`src/rtl/game_timer_pkg.sv`:
```
// game_timer_pkg: shared state encoding, BCD constants and digit clamp for the countdown timer
package game_timer_pkg;
  typedef enum logic [1:0] {IDLE, RUN, PAUSED, EXPIRED} state_t;
  localparam logic [3:0] BCD_NINE = 4'd9;
  localparam logic [3:0] BCD_ZERO = 4'd0;
  function automatic logic [3:0] bcd_clamp(input logic [3:0] d);
    return (d > BCD_NINE) ? BCD_NINE : d;
  endfunction
endpackage

```
`src/rtl/bcd_digit_dec.sv`:
```
// bcd_digit_dec: one BCD digit decrementer, 0 wraps to 9 and raises a borrow to the next digit
module bcd_digit_dec
  import game_timer_pkg::*;
(
  input  logic [3:0] d,
  input  logic       en,
  output logic [3:0] q,
  output logic       borrow_out
);
  assign borrow_out = en && (d == BCD_ZERO);
  assign q = !en ? d : (d == BCD_ZERO) ? BCD_NINE : d - 4'd1;
endmodule

```
`src/rtl/game_countdown_timer.sv`:
```
// game_countdown_timer: BCD ss.t round timer driven by a 100 ms tick, with run/pause/expire control
module game_countdown_timer
  import game_timer_pkg::*;
#(
  parameter logic [7:0] DEFAULT_SEC = 8'h30,
  parameter logic [7:0] WARN_SEC    = 8'h05
) (
  input  logic       clk,
  input  logic       rst,
  input  logic       tick_100ms,
  input  logic       clear,
  input  logic       load,
  input  logic [7:0] load_sec,
  input  logic [3:0] load_tenths,
  input  logic       start,
  input  logic       pause,
  output logic [3:0] sec_tens,
  output logic [3:0] sec_ones,
  output logic [3:0] tenths,
  output logic       running,
  output logic       warn,
  output logic       expired,
  output logic       expire_pulse
);
  state_t state, nextState;
  logic [3:0] nextTens, nextOnes, nextTenths;
  logic [3:0] decTens, decOnes, decTenths;
  logic borrowTenths, borrowOnes, borrowTens;
  logic nextPulse, decEn, atOne, isZero;
  assign decEn  = tick_100ms && (state == RUN);
  assign atOne  = {sec_tens, sec_ones, tenths} == 12'h001;
  assign isZero = {sec_tens, sec_ones, tenths} == 12'h000;
  bcd_digit_dec uTenths (.d(tenths),   .en(decEn),        .q(decTenths), .borrow_out(borrowTenths));
  bcd_digit_dec uOnes   (.d(sec_ones), .en(borrowTenths), .q(decOnes),   .borrow_out(borrowOnes));
  bcd_digit_dec uTens   (.d(sec_tens), .en(borrowOnes),   .q(decTens),   .borrow_out(borrowTens));
  always_comb begin
    nextState  = state;
    nextTens   = sec_tens;
    nextOnes   = sec_ones;
    nextTenths = tenths;
    nextPulse  = 1'b0;
    if (clear) begin
      nextState  = IDLE;
      nextTens   = DEFAULT_SEC[7:4];
      nextOnes   = DEFAULT_SEC[3:0];
      nextTenths = BCD_ZERO;
    end else if (load) begin
      nextState  = IDLE;
      nextTens   = bcd_clamp(load_sec[7:4]);
      nextOnes   = bcd_clamp(load_sec[3:0]);
      nextTenths = bcd_clamp(load_tenths);
    end else if (state == RUN && pause) begin
      nextState = PAUSED;
    end else if (state == PAUSED && start) begin
      nextState = RUN;
    end else if (state == IDLE && start && !isZero) begin
      nextState = RUN;
    end else if (decEn && !borrowTens) begin
      nextTens   = decTens;
      nextOnes   = decOnes;
      nextTenths = decTenths;
      nextState  = atOne ? EXPIRED : state;
      nextPulse  = atOne;
    end
  end
  // flags are derived from next-state values so they stay aligned with the displayed time
  always_ff @(posedge clk) begin
    if (!rst) begin
      state        <= IDLE;
      sec_tens     <= DEFAULT_SEC[7:4];
      sec_ones     <= DEFAULT_SEC[3:0];
      tenths       <= BCD_ZERO;
      running      <= 1'b0;
      warn         <= 1'b0;
      expired      <= 1'b0;
      expire_pulse <= 1'b0;
    end else begin
      state        <= nextState;
      sec_tens     <= nextTens;
      sec_ones     <= nextOnes;
      tenths       <= nextTenths;
      running      <= nextState == RUN;
      warn         <= (nextState == RUN) && ({nextTens, nextOnes} < WARN_SEC);
      expired      <= nextState == EXPIRED;
      expire_pulse <= nextPulse;
    end
  end
endmodule

```
`config.mk`:
```
export PLATFORM = sky130hd
export DESIGN_NAME = game_countdown_timer
export DESIGN_NICKNAME = d
export VERILOG_FILES = /design/src/rtl/game_timer_pkg.sv /design/src/rtl/bcd_digit_dec.sv /design/src/rtl/game_countdown_timer.sv
export SDC_FILE = /design/constraint.sdc
export NUM_CORES = 1
export LEC_CHECK = 0
export ABC_CLOCK_PERIOD_IN_PS = 3900
export CORE_MARGIN = 4
export CORE_UTILIZATION = 37
export CTS_CLUSTER_DIAMETER = 40
export DETAILED_ROUTE_END_ITERATION = 8
export PLACE_DENSITY = 0.68
export SYNTH_ARGS = -nofsm -noshare
export SYNTH_HDL_FRONTEND = slang
export SYNTH_SLANG_ARGS = --single-unit
```
`constraint.sdc`:
```
create_clock -name clk -period 3.9 [get_ports clk]
set_input_delay 0.585 -clock clk [delete_from_list [all_inputs] [get_ports clk]]
set_output_delay 0.585 -clock clk [all_outputs]
set_load 0.05 [all_outputs]
```
* After elaboration in Yosys (flattened, before gate mapping)
Cells that the tools add are included.
Storage, ports and cells: register bits 18, bits of input ports 19
Operators by class: add/subtract/negate cells 3, magnitude comparators 4, equality and inequality tests 8, multiplexer cells 33, bitwise operators 2, reduce and logical (&&, ||, !) cells 22
Operators with widths (count):
- $mux W4 | 26
- $mux W2 | 7
- $eq A12 B1 Y1 const B | 1
- $gt A4 B4 Y1 const B | 3
- $logic_not A12 Y1 | 1
- $logic_not A4 Y1 | 3
- $sub A4 B1 Y4 const B | 3
- $logic_and A1 B1 Y1 | 10
- $lt A8 B3 Y1 const B | 1
- $reduce_or A7 Y1 | 1
- $ne A2 B2 Y1 const B | 3
- $reduce_and A5 Y1 | 1
- $eq A2 B1 Y1 const B | 2
- $eq A2 B2 Y1 const B | 2
- $reduce_bool A2 Y1 | 2
- $logic_not A1 Y1 | 2
- $logic_not A2 Y1 | 1
- $not A1 Y1 | 2
- $reduce_or A2 Y1 | 1

* Logic depth before layout (Yosys ltp)
depth in word-level cells 15, depth in mapped cells 7, mapped depth without buffers 7

* Modules after synthesis
Synthesis repeated with hierarchy kept, for this count alone.
Second synthesis, totals: cells, all modules 147, area, all modules 1211.2 um^2
Modules (own cells, without submodules):
- game_countdown_timer | instances 1, cells each 114, area each 974.7 um^2
- bcd_digit_dec | instances 3, cells each 11, area each 78.8 um^2

* Worst setup path before layout
OpenSTA, ideal clock, no wires.
path kind flip-flop to flip-flop, from register sec_ones[0], to register warn, arrival time 2.267 ns, required time 3.797 ns, slack 1.530 ns, stages on the path, launching flop included 8, path buffers 0, period minus slack after synthesis 2.370 ns, cells stage by stage dfxtp_1 > inv_1 > ha_1 > or3b_2 > nor4_1 > mux2i_1 > nand2_1 > a2111oi_2
Between the ends: longest elaborated chain between the ends 13
RTL lines:
- start: declaration | line game_countdown_timer.sv:18 | output logic [3:0] sec_ones,
- start signal: assignment | line game_countdown_timer.sv:71 | sec_ones <= DEFAULT_SEC[3:0];
- start signal: assignment | line game_countdown_timer.sv:80 | sec_ones <= nextOnes;
- branches (longest 12 deep; another with $lt A8 B3 Y1)
- $logic_and A1 B1 Y1 * | line game_countdown_timer.sv:83 | warn <= (nextState == RUN) && ({nextTens, nextOnes} < WARN_SEC);
- end signal: assignment | line game_countdown_timer.sv:83
- end: declaration | line game_countdown_timer.sv:21 | output logic warn,
Mark *: on every way between the ends. A chain may end at the register's enable or synchronous reset.

* Worst setup path after layout
from input port tick_100ms, to register warn
Between the ends: longest elaborated chain between the ends 14
RTL lines:
- start: declaration | line game_countdown_timer.sv:10 | input logic tick_100ms,
- $logic_and A1 B1 Y1 * | line game_countdown_timer.sv:30 | assign decEn = tick_100ms && (state == RUN);
- $logic_and A1 B1 Y1 (3 in a row) | line bcd_digit_dec.sv:10 | assign borrow_out = en && (d == BCD_ZERO);
- $logic_not A1 Y1 | line game_countdown_timer.sv:58 | end else if (decEn && !borrowTens) begin
- $logic_and A1 B1 Y1 | line game_countdown_timer.sv:58
- $mux W4 / $mux W2 (equally long branches) | line game_countdown_timer.sv:58
- $mux W4 / $mux W2 (equally long branches) | line game_countdown_timer.sv:56 | end else if (state == IDLE && start && !isZero) begin
- $mux W4 / $mux W2 (equally long branches) | line game_countdown_timer.sv:54 | end else if (state == PAUSED && start) begin
- $mux W4 / $mux W2 (equally long branches) | line game_countdown_timer.sv:52 | end else if (state == RUN && pause) begin
- $mux W4 / $mux W2 (equally long branches) | line game_countdown_timer.sv:47 | end else if (load) begin
- $mux W4 / $mux W2 (equally long branches) | line game_countdown_timer.sv:42 | if (clear) begin
- $lt A8 B3 Y1 / $eq A2 B1 Y1 (equally long branches) | line game_countdown_timer.sv:83
- $logic_and A1 B1 Y1 * | line game_countdown_timer.sv:83
Every way passes the cells marked *; elsewhere a longest branch is shown, timed or not.

==> results.cfg <==
[outcome]
status = finished clean

[critical_path]
crit_path_end_kind = flop
reg2reg_from = sec_ones[0]
cp.required_ns = 4.10
path_class = input port to flop
critPathLaunchType = input port
regToRegEndpoint = warn
path_max_fanout = 7
reg2reg_depth = 7
rrSetupSlack_ns = 1.55
critPathArrivalTime_ns = 2.69

[min_path]
hold_class = flop to flop
min-delay-start = state[1]
whs_endpoint = state[1]
holdPathStages = 2

[final_layout]
layout_commonest_cell = clkdlybuf4s50_1
layout.cells.non_filler = 202
antenna_cells = 0
final_area_um2 = 1540
drive_above_1_share_pct = 8.19
utilization_pct = 53.8
area_delta_synth_final_pct = 33.5
layout_common_cells = clkdlybuf4s50_1, dfxtp_1, nor2_1
nets = 192

[floorplan]
io_pins = 35
initial_core_util_pct = 40.3
die_h_um = 63.7
die-area_um2 = 4060
core_um2 = 2850
die_width_um = 63.7
std_cell_rows = 19

[timing]
fmax_mhz = 402
setup_violations = 0
finalWorstSetupSlack_ns = 1.41
worst_slew_pin_slew_ns = 0.541
setup-tns-final_ns = 0
rsz0062_at_grt = false
holdWs_ns = 0.610
slew_viol_final = 0
finalCritPeriodShare_pct = 63.8
finalClockSkew_ns = 0.00134
fin_crit_ns = 2.49
relSlewSlack_pct = 63.4
hold_viol = 0

[placement]
detailedPlace.worstSlack_ns = 1.12
dp_hpwl_um = 2430
port_buffers = 34
routabilityCongestion = 0.984
placed_area_um2 = 1500
dp_cells = 198

[routing]
ant_nets = 0
wirelength_um = 3160
drt-initial-drc-count = 49
vias = 1217
drc = 0
avgRoutedWirePerCell_um = 15.6
firstDrtPassIters = 4
routed_via_density = 6.02

[grt]
grt_pass1_vias = 1129
overflow = 0
grt_use_total_pct = 16.4
grt_max_degree = 17
grt_pass1_wl_um = 5480
antenna_found_initial = 0

[clocking]
cts_setup_buffers = 0
cts.clk_slew.worst_paths_ns = 0.11
cts_sinks = 18
postCtsHoldBufs = 0
ctsLongestPathBuffers = 2
cts_tree = yes
clockRootBuffer = clkbuf_4
clock_latency_ns = 0.30
cts_buffers = 3
cts_max_level = 1
ctsResizeCount = 0

[synth]
synth_top_family_by_area = simple AND/OR/NAND/NOR gates
synth_cell_types = 48
syn_nets = 157
synthArstFlopShare_pct = 0
synth_edf_count = 0
ys_ff_latch = 18
syn_inst = 137
synthAdderAreaFrac_pct = 1.09
ys_seq_area_share_pct = 31.3
synth.avg_cell_area_um2 = 8.39
yosysWarnings = 0
synth_xor_area_share_pct = 0.762
synth_top_area_share_pct = 31.3
synth_top_flop_cell = dfxtp_1
synth-compound-area-share_pct = 27.6
muxShareOfSynthArea_pct = 1.85
synth_area_leader_cell = dfxtp_1
synth_area_um2 = 1150
yosys-top-cells-area = dfxtp_1, nor2_1, a21oi_1, inv_1, a31oi_1
synth-simple-area-share_pct = 30.1

[power]
power_frac_comb_pct = 24.4
leakage_nw = 0.516
vdd_drop_max_uv = 134
cellPowerDensity_nw_per_um2 = 273
power.total_mw = 0.420
power_switching_mw = 0.129
p_seq_share_pct = 47.2
clkPwrFrac_pct = 28.3
swShare_pct = 30.7
internal_power_mw = 0.291

[run]
max-cap-violations = 0
[Yosys cell counts, types with 2 or more instances]
| cell | count |
|---|---|
| a211oi_1 | 3 |
| a21oi_1 | 9 |
| a31oi_1 | 6 |
| and2_1 | 3 |
| clkbuf_1 | 2 |
| dfxtp_1 | 18 |
| inv_1 | 12 |
| nand2_1 | 4 |
| nand3_1 | 3 |
| nand3b_1 | 4 |
| nand4_1 | 5 |
| nor2_1 | 13 |
| nor2b_1 | 3 |
| nor3_1 | 2 |
| nor3b_1 | 2 |
| nor4_1 | 3 |
| o211ai_1 | 3 |
| o21ai_0 | 7 |
| o21ai_1 | 2 |
| o311ai_0 | 2 |
| o31ai_1 | 2 |
| o41ai_1 | 2 |
| or4_1 | 2 |
[power groups by stage]
stage | sequential, mW | clock (mW) | combinational (mW)
floorplan | 0.216 | 0 | 0.0473
global placement | 0.202 | 0 | 0.102
detailed placement | 0.202 | 0 | 0.101
CTS | 0.198 | 0.122 | 0.102
global route | 0.200 | 0.130 | 0.111
finish | 0.198 | 0.119 | 0.103
[worst max-delay path, stage by stage]
cell             delay (ns)
clkdlybuf4s50_1        0.49
or4bb_1                0.65
nor4_1                 0.28
mux2i_1                0.27
nand2_1                0.09
a2111oi_2              0.32
[cells by family (layout without fill, tap and decap cells)]
kind of cell / count (synthesis) / after routing
compound gates: 45 / 45
xor+xnor: 1 / 1
fa+ha+maj: 1 / 1
buf+inv: 17 / 51
flops: 18 / 18
mux: 2 / 2
simple gates: 53 / 53
[state kept, by name (all words and copies together) (netlist names)]
register	flops
sec_ones	4
tenths	4
running	1
expire_pulse	1
sec_tens	4
expired	1
state	2
warn	1
[layout make-up]
cell class / count / area, µm²
Fill cell: 266 / 1320
Sequential cell: 18 / 360
Multi-Input combinational cell: 102 / 707
Inverter: 12 / 45.0
Tap cell: 31 / 38.8
Timing Repair Buffer: 35 / 348
Clock buffer: 4 / 36.3
[routing by layer]
layer,track usage (%),up-vias,wire [µm]
li1,-,604,-
met1,21.7,560,1490
met2,26.2,49,1490
met3,4.90,4,152
met4,4.31,0,32
met5,0,-,0
[worst max path at each step]
stage | from | end | slack [ns]
CTS | tick_100ms | warn | 1.44
global placement | tick_100ms | warn | 1.16
global route | load | warn | 1.32
floorplan | sec_ones[0] | warn | 1.53
detailed placement | pause | warn | 1.12
finish | tick_100ms | warn | 1.41
(Power assumes the default switching activity.)
